==> config.mk <==
export PLATFORM = sky130hd
export DESIGN_NAME = freqmeter_channel
export DESIGN_NICKNAME = d
export VERILOG_FILES = /design/src/rtl/freqmeter_channel.sv
export SDC_FILE = /design/constraint.sdc
export NUM_CORES = 1
export LEC_CHECK = 0
export CORE_MARGIN = 1.5
export CORE_UTILIZATION = 58
export DETAILED_ROUTE_END_ITERATION = 10
export HOLD_SLACK_MARGIN = 0.02
export PLACE_DENSITY = 0.78
export SETUP_SLACK_MARGIN = 0.4
export SLEW_MARGIN = 0
export SYNTH_ARGS = -nofsm -noshare
export SYNTH_HDL_FRONTEND = slang
export SYNTH_SLANG_ARGS = --single-unit
==> constraint.sdc <==
create_clock -name clk_i -period 3.4 [get_ports clk_i]
set_input_delay 0.68 -clock clk_i [delete_from_list [all_inputs] [get_ports clk_i]]
set_output_delay 0.68 -clock clk_i [all_outputs]
set_load 0.005 [all_outputs]
==> src/rtl/freqmeter_channel.sv <==
// One frequency-meter channel: synchronises fin_i, counts clk_i cycles across a
// programmable number of whole input periods, and hands the result over valid/ready.
module freqmeter_channel #(
    parameter int CNT_WIDTH     = 30,
    parameter int PERIODS_WIDTH = 24,
    parameter int SYNC_STAGES   = 2
) (
    input  logic                     clk_i,
    input  logic                     rst_i,
    input  logic                     fin_i,
    input  logic                     start_i,
    input  logic [PERIODS_WIDTH-1:0] periods_i,
    output logic                     busy_o,
    output logic                     valid_o,
    input  logic                     ready_i,
    output logic [CNT_WIDTH-1:0]     ref_count_o,
    output logic [PERIODS_WIDTH-1:0] periods_o,
    output logic                     timeout_o
);

    localparam logic [CNT_WIDTH-1:0]     CNT_ONE = 1;
    localparam logic [CNT_WIDTH-1:0]     CNT_MAX = '1;
    localparam logic [PERIODS_WIDTH-1:0] PER_ONE = 1;

    typedef enum logic [1:0] {IDLE, ARM, MEASURE, DONE} state_t;

    state_t                     state, state_d;
    logic [SYNC_STAGES-1:0]     fin_sync_p0;
    logic                       fin_hist_p1;
    logic                       fin_edge;
    logic [CNT_WIDTH-1:0]       ref_cnt, ref_cnt_d;
    logic [PERIODS_WIDTH-1:0]   edge_cnt, edge_cnt_d;
    logic [PERIODS_WIDTH-1:0]   target, target_d;
    logic [CNT_WIDTH-1:0]       ref_count_d;
    logic [PERIODS_WIDTH-1:0]   periods_d;
    logic                       timeout_d;

    // True when the next increment of the reference counter lands on all-ones.
    function automatic logic cnt_saturates(input logic [CNT_WIDTH-1:0] c);
        return (c + CNT_ONE) == CNT_MAX;
    endfunction

    // A zero period target would never complete; treat it as one period.
    function automatic logic [PERIODS_WIDTH-1:0] clamp_target(input logic [PERIODS_WIDTH-1:0] p);
        return (p == '0) ? PER_ONE : p;
    endfunction

    // Stage p0: synchroniser chain; stage p1: history flop for edge detection
    always_ff @(posedge clk_i or negedge rst_i) begin
        if (!rst_i) begin
            fin_sync_p0 <= '0;
            fin_hist_p1 <= 1'b0;
        end else begin
            fin_sync_p0 <= {fin_sync_p0[SYNC_STAGES-2:0], fin_i};
            fin_hist_p1 <= fin_sync_p0[SYNC_STAGES-1];
        end
    end

    assign fin_edge = fin_sync_p0[SYNC_STAGES-1] & ~fin_hist_p1;

    always_ff @(posedge clk_i or negedge rst_i) begin
        if (!rst_i) begin
            state       <= IDLE;
            ref_cnt     <= '0;
            edge_cnt    <= '0;
            target      <= '0;
            ref_count_o <= '0;
            periods_o   <= '0;
            timeout_o   <= 1'b0;
        end else begin
            state       <= state_d;
            ref_cnt     <= ref_cnt_d;
            edge_cnt    <= edge_cnt_d;
            target      <= target_d;
            ref_count_o <= ref_count_d;
            periods_o   <= periods_d;
            timeout_o   <= timeout_d;
        end
    end

    always_comb begin
        state_d     = state;
        ref_cnt_d   = ref_cnt;
        edge_cnt_d  = edge_cnt;
        target_d    = target;
        ref_count_d = ref_count_o;
        periods_d   = periods_o;
        timeout_d   = timeout_o;
        unique case (state)
            IDLE: begin
                if (start_i) begin
                    target_d   = clamp_target(periods_i);
                    ref_cnt_d  = '0;
                    edge_cnt_d = '0;
                    state_d    = ARM;
                end
            end
            ARM: begin
                if (fin_edge) begin
                    ref_cnt_d  = '0;
                    edge_cnt_d = '0;
                    state_d    = MEASURE;
                end else if (cnt_saturates(ref_cnt)) begin
                    ref_count_d = CNT_MAX;
                    periods_d   = '0;
                    timeout_d   = 1'b1;
                    state_d     = DONE;
                end else begin
                    ref_cnt_d = ref_cnt + CNT_ONE;
                end
            end
            MEASURE: begin
                ref_cnt_d = ref_cnt + CNT_ONE;
                if (fin_edge) begin
                    edge_cnt_d = edge_cnt + PER_ONE;
                end
                // Completion takes priority over saturation in the same cycle.
                if (fin_edge && (edge_cnt + PER_ONE) == target) begin
                    ref_count_d = ref_cnt + CNT_ONE;
                    periods_d   = target;
                    timeout_d   = 1'b0;
                    state_d     = DONE;
                end else if (cnt_saturates(ref_cnt)) begin
                    ref_count_d = CNT_MAX;
                    periods_d   = edge_cnt;
                    timeout_d   = 1'b1;
                    state_d     = DONE;
                end
            end
            DONE: begin
                if (ready_i) begin
                    state_d = IDLE;
                end
            end
            default: state_d = IDLE;
        endcase
    end

    assign valid_o = (state == DONE);
    assign busy_o  = (state == ARM) || (state == MEASURE);

endmodule
==> out/results.tsv, run 1 <==
stage	metric	value	unit
finish	# diodes	0	
grt	gr ovfl total	0	
placed_design	Area after DPL	9517	sq um
timing	period utilization	94.90	%
routing	via count	8556	
die	I/O pin count	86	
timing	minimum clock period	3227	ps
timing	RSZ-0062 raised after global routing	yes	
yosys	ys async rst share	100.0	%
clocking	Num CTS Buffers	17	
placed_design	Post-DP HPWL	17.35	mm
placed_design	placer congestion estimate	0.9362	
yosys	Avg Inst Size Synth	9.924	sq um
finish	final instance area	11860	sq um
setup_path	Setup crit end kind	flip-flop	
finish	Layout Nets	1057	
placed_design	PortBufs	85	
timing	Max-Slew Margin vs Limit	18.16	%
clocking	CTS HTree Levels	4	
grt	GRT Overall Usage	34.83	%
yosys	Synth Instances	845	
power	Net Sw Frac	33.85	%
yosys	synthesized area	8386	sq um
yosys	cell taking the most area after synthesis	dfrtp_1	
yosys	number of register bits inferred by synthesis	138	
clocking	Max Buffers Root-to-Sink	2	
yosys	synth top area cells	dfrtp_1 (41%), xnor2_1 (4.6%), mux2_2 (3.6%)	
routing	vias per cell	7.054	
power	leakage power	4.846	nW
clocking	cts-stage hold buffer count	0	
yosys	largest family of logic cells by synthesized area	compound AO/OA/AOI/OAI gates	
grt	vias in the first global route	7684	
power	Int Pwr	0.003836	W
yosys	Adder-Cell Fraction of Synth Area	1.194	%
power	clock share of power	35.8	%
power	Switch Pwr	0.001962	W
yosys	simple-gate area share of the yosys netlist	19.67	%
die	Die Ht	123.2	microns
yosys	Synth Area in Compound Gates	19.98	%
yosys	Synth warnings	0	
clocking	Clock Root Buffer	clkbuf_16	
routing	Post-Route WL	31.50	mm
setup_path	R2R Path End	periods_o[21]	
clocking	CTS tree	done	
yosys	top cell type's share of synthesized area	41.18	%
grt	largest net degree at the start of global routing	76	
power	maximum vdd drop	358.4	uV
die	Core Rows	43	
routing	post-DR wirelength/cell	25.97	microns
grt	first-pass GRT wire length	40.60	mm
timing	Hold Vio Cnt, Final	0	
grt	initial antenna violation count	0	
timing	setup violators final	0	
finish	Area Growth Syn to Fin	41.38	%
outcome	status	complete, no violations	
routing	# DRC	0	
die	starting density of the core	59.95	%
routing	1st-iter DRT viols	1179	
timing	Worst-Margin Slew	1225	ps
yosys	sequential area share after synthesis	41.18	%
setup_path	Reg2Reg Depth	11	
routing	First-pass DRT Iterations	7	
worst_hold_path	Hold Crit Class	in -> async	
setup_path	Worst EP arrival	3540	ps
yosys	syn_nets	882	
routing	Routed Antenna Nets	0	
power	Reg power frac	35.5	%
yosys	mux contribution to synthesized area	6.849	%
power	Pwr Density	489.1	nW/um^2
clocking	clk_lat worst skew	430	ps
yosys	EDFF count, synth	0	
yosys	Netlist cell types	68	
setup_path	CP Class	reg -> reg	
clocking	Reg clk slew, reported paths	60	ps
die	core area	13990	sq um
setup_path	worst reg-to-reg setup slack	170	ps
timing	fmax	0.3099	GHz
die	Die Span X	123.2	microns
setup_path	startpoint types	flip-flop	
setup_path	Reg2Reg Launch Point	edge_cnt[19]	
yosys	xor/xnor share of the synthesized area	5.745	%
timing	Max Transition Viols Final	0	
yosys	Most used DFF post-synth	dfrtp_1	
timing	Fin Clk Skew	9.274	ps
timing	setup TNS	0	ps
die	die area	15190	sq um
clocking	Sink Count	138	
setup_path	crit-path max FO	13	
finish	layout cells sized above 1	33.20	%
power	Comb power frac	28.7	%
timing	worst setup margin	173.5	ps
placed_design	Place WS	25.52	ps
setup_path	worst path required time	3710	ps
flow_run	Max-Cap Viols	0	
## placed cells by master (no fill, tap or decap), types with 9 or more instances in the layout
master           synthesis  final
and3_1                  15     12
dfrtp_2                  0     12
o31ai_1                 36     31
a22o_1                  19     19
nand4_1                 21     21
mux2_2                  27     27
dfrtp_1                138    126
xor2_1                  11     11
nor2_1                  46     46
clkdlybuf4s50_1          0     84
mux2i_1                 27     15
nand2_1                 41     39
a21oi_1                 35     31
nor3_2                   0     10
nand3_1                 29     21
nor3_1                  52     37
inv_1                   16     14
nor4_1                  17     13
xnor2_1                 44     41
nand2b_1                 9      9
buf_4                   10    109
clkbuf_16                0     25
buf_6                    7     13
o2bb2ai_2               19     14
o21ai_0                 28     27
a21o_1                  11     11
## layout make-up
type | count | area, sq um
timing repair buffer | 227 | 2231
fill | 702 | 2133
inverter | 16 | 63.81
sequential | 138 | 3468
clock buffer | 21 | 460.4
multi-input combinational | 620 | 5215
tap | 180 | 225.2
clock inverter | 11 | 191.4
## registers in the layout, indices dropped and copies added, names as in the netlist
name         count
periods_o       24
fin_sync_p0      2
target          24
ref_cnt         30
fin_hist_p1      1
timeout_o        1
edge_cnt        24
state            2
ref_count_o     30
## worst max-delay path by stage
stage | from | to | slack (ps) | cells after the start
2_1_floorplan | edge_cnt[6] | periods_o[10] | 410 | 10
6_report | edge_cnt[19] | periods_o[21] | 170 | 11
5_1_grt | edge_cnt[1] | periods_o[21] | 150 | 12
4_1_cts | ref_cnt[17] | ref_count_o[29] | 390 | 10
3_3_place_gp | ref_cnt[12] | ref_count_o[25] | 130 | 10
3_5_place_dp | ref_cnt[12] | ref_count_o[29] | 30 | 10
## cell families (layout without fill, tap and decap cells)
kind of cell | count (synthesis) | count (layout)
compound gates | 216 | 216
xor+xnor | 55 | 55
fa+ha+maj | 8 | 8
buf+inv | 88 | 275
flops | 138 | 138
mux | 54 | 54
simple gates | 286 | 287
## synth_stat cells, types with 6 or more instances
cell / count
o41ai_1: 6
o21ai_0: 28
xnor2_1: 44
mux2i_1: 27
and3_1: 15
nand4_1: 21
ha_1: 8
or3_1: 10
nand2b_1: 9
mux2_2: 27
buf_4: 10
buf_6: 7
nor2_1: 46
o31ai_1: 36
nand3_1: 29
xor2_1: 11
a21oi_1: 35
a21o_1: 11
o2bb2ai_1: 7
and4_1: 7
a22o_1: 19
a31oi_1: 6
dfrtp_1: 138
nand2_1: 41
nor4_1: 17
nor2b_1: 6
o2bb2ai_2: 19
nor3_1: 52
buf_2: 25
o21ai_1: 7
clkbuf_1: 28
inv_1: 16
## what timing repair did
| action | 4_1_cts | 5_1_grt |
|---|---|---|
| setup buffers | 33 | 46 |
| gates cloned | 2 | 10 |
| endpoints found under the hold margin | 0 | 0 |
| resized for setup | 42 | 134 |
| setup endpoints to repair | 85 | 86 |
| pin swaps | 11 | 41 |
## power groups by stage
stage          registers (W)  clock network (W)  logic [W]
2_1_floorplan        0.00198                  0   0.000947
3_3_place_gp         0.00202                  0    0.00129
3_5_place_dp         0.00203                  0    0.00134
4_1_cts              0.00200            0.00206    0.00139
5_1_grt              0.00207            0.00216    0.00175
6_report             0.00206            0.00208    0.00166
## critical path, cell delays in order, from the launching register on
cell	delay (ps)
dfrtp_1	630
nand2_1	150
o21ai_0	400
nand4_1	230
nor4_1	360
nand4_1	240
nor4_4	410
buf_4	170
buf_4	150
nor2_4	70
clkbuf_16	170
o2bb2ai_2	120
## layer usage
| layer | vias up | routed length, microns | GRT usage [%] |
|---|---|---|---|
| li1 | 3533 | - | - |
| met1 | 4160 | 11440 | 42.65 |
| met2 | 631 | 15230 | 59.58 |
| met3 | 232 | 2687 | 7.288 |
| met4 | 0 | 2145 | 14.94 |
| met5 | - | 0 | 0 |
## metrics by stage
step	total power (W)	util (%)	std cells	hold WS, ps
2_1_floorplan	0.002925	-	845	331.2
3_3_place_gp	0.003303	68.03	1090	340.5
3_5_place_dp	0.003375	68.03	1090	336.3
4_1_cts	0.005459	75.73	1157	299.7
5_1_grt	0.005975	84.75	1213	329.3
6_report	0.005798	84.75	1213	253.1
No activity file was read; power rests on OpenSTA's default activity.
==> inputs of run 2 (changes only) <==
CORE_UTILIZATION = 65   (was 58)
DONT_BUFFER_PORTS = 1   (was unset)
==> run 2 against run 1 <==
  * The flow now finishes with violations (negative hold slack)
  * Hold slack worse by 320 ps
  * Non-clock buffer count down 109
  * Power shrank 5.9%
  * Via count fell by 6.7%
  * Clock skew increased by 0.83 ps
  * Register-to-register slack barely moved
  * Fmax fell by 0.16%
  * Die area is 11% lower
==> out/results.tsv, run 2 (synthesis results as in run 1) <==
stage	metric	value	unit
outcome	status	complete, but fails checks	
outcome	failing checks	negative hold slack	
die	I/O pin count	86	
clocking	CTS HTree Levels	4	
setup_path	startpoint types	flip-flop	
die	Die Ht	116.6	microns
flow_run	Max-Cap Viols	0	
finish	most common cell after layout, fill and taps aside	dfrtp_1	
setup_path	CP Class	reg -> reg	
placed_design	placer congestion estimate	0.9338	
timing	RSZ-0062 raised after global routing	yes	
die	core area	12620	sq um
die	starting density of the core	66.45	%
clocking	Clock Root Buffer	clkbuf_16	
finish	Area Growth Syn to Fin	23.68	%
finish	final instance area	10370	sq um
power	maximum vdd drop	416.2	uV
power	Comb power frac	27.1	%
finish	most frequent cells in the layout	dfrtp_1 (120), buf_4 (105), nor3_1 (49), nor2_1 (46), nand2_1 (41)	
finish	largest registers	ref_cnt: 30 flops, ref_count_o: 30 flops	
grt	busiest grt layer	met2	
power	Net Sw Frac	34.27	%
grt	vias in the first global route	7331	
timing	setup TNS	0	ps
clocking	Reg clk slew, reported paths	60	ps
routing	1st-iter DRT viols	1170	
timing	Worst-Margin Slew	1152	ps
clocking	Num CTS Buffers	17	
grt	gr ovfl total	0	
die	Core Rows	41	
placed_design	PortBufs	0	
power	Pwr Total	0.005458	W
power	clock share of power	35.3	%
grt	first-pass GRT wire length	38.85	mm
placed_design	Area after DPL	8678	sq um
power	leakage power	4.252	nW
clocking	Max Buffers Root-to-Sink	2	
clocking	Sink Count	138	
placed_design	Post-DP HPWL	16.63	mm
worst_hold_path	Hold Crit Class	in -> async	
grt	initial antenna violation count	1	
finish	Layout Nets	948	
power	Reg power frac	37.6	%
routing	vias per cell	7.275	
timing	Hold Vio Cnt, Final	138	
routing	Routed Antenna Nets	0	
timing	Max Transition Viols Final	0	
placed_design	Place WS	84.13	ps
timing	minimum clock period	3232	ps
routing	# DRC	0	
timing	Fin Clk Skew	10.10	ps
grt	largest net degree at the start of global routing	139	
setup_path	Setup crit end kind	flip-flop	
grt	met2 Use GR	63.65	%
timing	Max-Slew Margin vs Limit	23.04	%
grt	grt met3 use	8.718	%
grt	M1 GR Usage	44.09	%
routing	First-pass DRT Iterations	7	
clocking	clk_lat worst skew	440	ps
routing	Post-Route WL	28.30	mm
timing	hold_ws	-66.82	ps
routing	post-DR wirelength/cell	25.80	microns
finish	fillers	718	
routing	via count	7981	
die	die area	13590	sq um
power	Switch Pwr	0.001870	W
setup_path	crit-path max FO	6	
finish	layout cells sized above 1	33.23	%
finish	area of the multi-input gates	5016	sq um
timing	fmax	0.3094	GHz
grt	GRT Overall Usage	37.76	%
power	Pwr Density	526.2	nW/um^2
clocking	CTS tree	done	
finish	register area	3476	sq um
timing	worst setup margin	168.4	ps
setup_path	worst path required time	3760	ps
timing	period utilization	95.05	%
power	Int Pwr	0.003587	W
timing	setup violators final	0	
setup_path	Worst EP arrival	3600	ps
die	Die Span X	116.6	microns
==> run 2: cell types whose count changed in the layout (fill, tap and decap cells not counted), moves of 8 or more <==
| cell | change |
|---|---|
| nor3_2 | -8 |
| nor3_1 | +12 |
| clkdlybuf4s50_1 | -84 |
| o2bb2ai_2 | +8 |
==> run 2: power groups by stage <==
stage	clock [W]	sequential (W)	combinational (W)
after CTS	0.00191	0.00200	0.00130
after floorplan	0	0.00198	0.000947
final	0.00193	0.00205	0.00148
after detailed placement	0	0.00203	0.00125
after global placement	0	0.00202	0.00121
after global routing	0.00200	0.00206	0.00158
==> run 2: worst paths after layout <==
check / slack [ps] / endpoint / from / depth (start not counted)
worst min-delay path: -70 / target[15] / rst_i / 0
worst min register to register: 350 / fin_sync_p0[1] / fin_sync_p0[0] / 0
worst max-delay path: 170 / periods_o[8] / edge_cnt[12] / 11
min in group clk_i: 270 / fin_sync_p0[0] / fin_i / 0
worst max register to register: 170 / periods_o[8] / edge_cnt[12] / 11
max in group asynchronous: 3270 / ref_cnt[3] / rst_i / 0
==> run 2: through the flow <==
| step | instances | util, % |
|---|---|---|
| after global routing | 1097 | 82.18 |
| after CTS | 1057 | 76.17 |
| final | 1097 | 82.18 |
| after global placement | 998 | 68.77 |
| after floorplan | 845 | - |
| after detailed placement | 998 | 68.77 |
==> run 2: area by class of cell <==
class / instances / share of cell area [%]
Clock inverter: 14 / 1.641
Inverter: 16 / 0.5791
Sequential cell: 138 / 33.51
Multi-Input combinational cell: 620 / 48.37
Clock buffer: 18 / 4.235
Tap cell: 172 / 2.075
Timing Repair Buffer: 118 / 9.567
Antenna cell: 1 / 0.02413
==> run 2: critical path: stages (launching register included) <==
cell,delay [ps]
dfrtp_1,470
buf_4,210
nand3_1,140
nor3_1,420
xnor2_1,180
o31ai_2,400
nand4_1,290
nor4_4,370
buf_4,210
o21ai_4,120
clkbuf_16,210
o2bb2ai_2,140
==> run 2: what timing repair did <==
item / in CTS / in global routing
gates resized for setup: 43 / 79
setup buffers: 25 / 36
endpoints found under the setup margin: 81 / 86
pin swaps: 10 / 31
gates cloned: 2 / 3
endpoints found under the hold margin: 138 / 138
==> run 2: per-layer routing <==
metal,share of wire [%],vias to the layer above
li1,-,3290
met1,36,3922
met2,49,571
met3,7.8,198
met4,7.6,0
met5,0,-
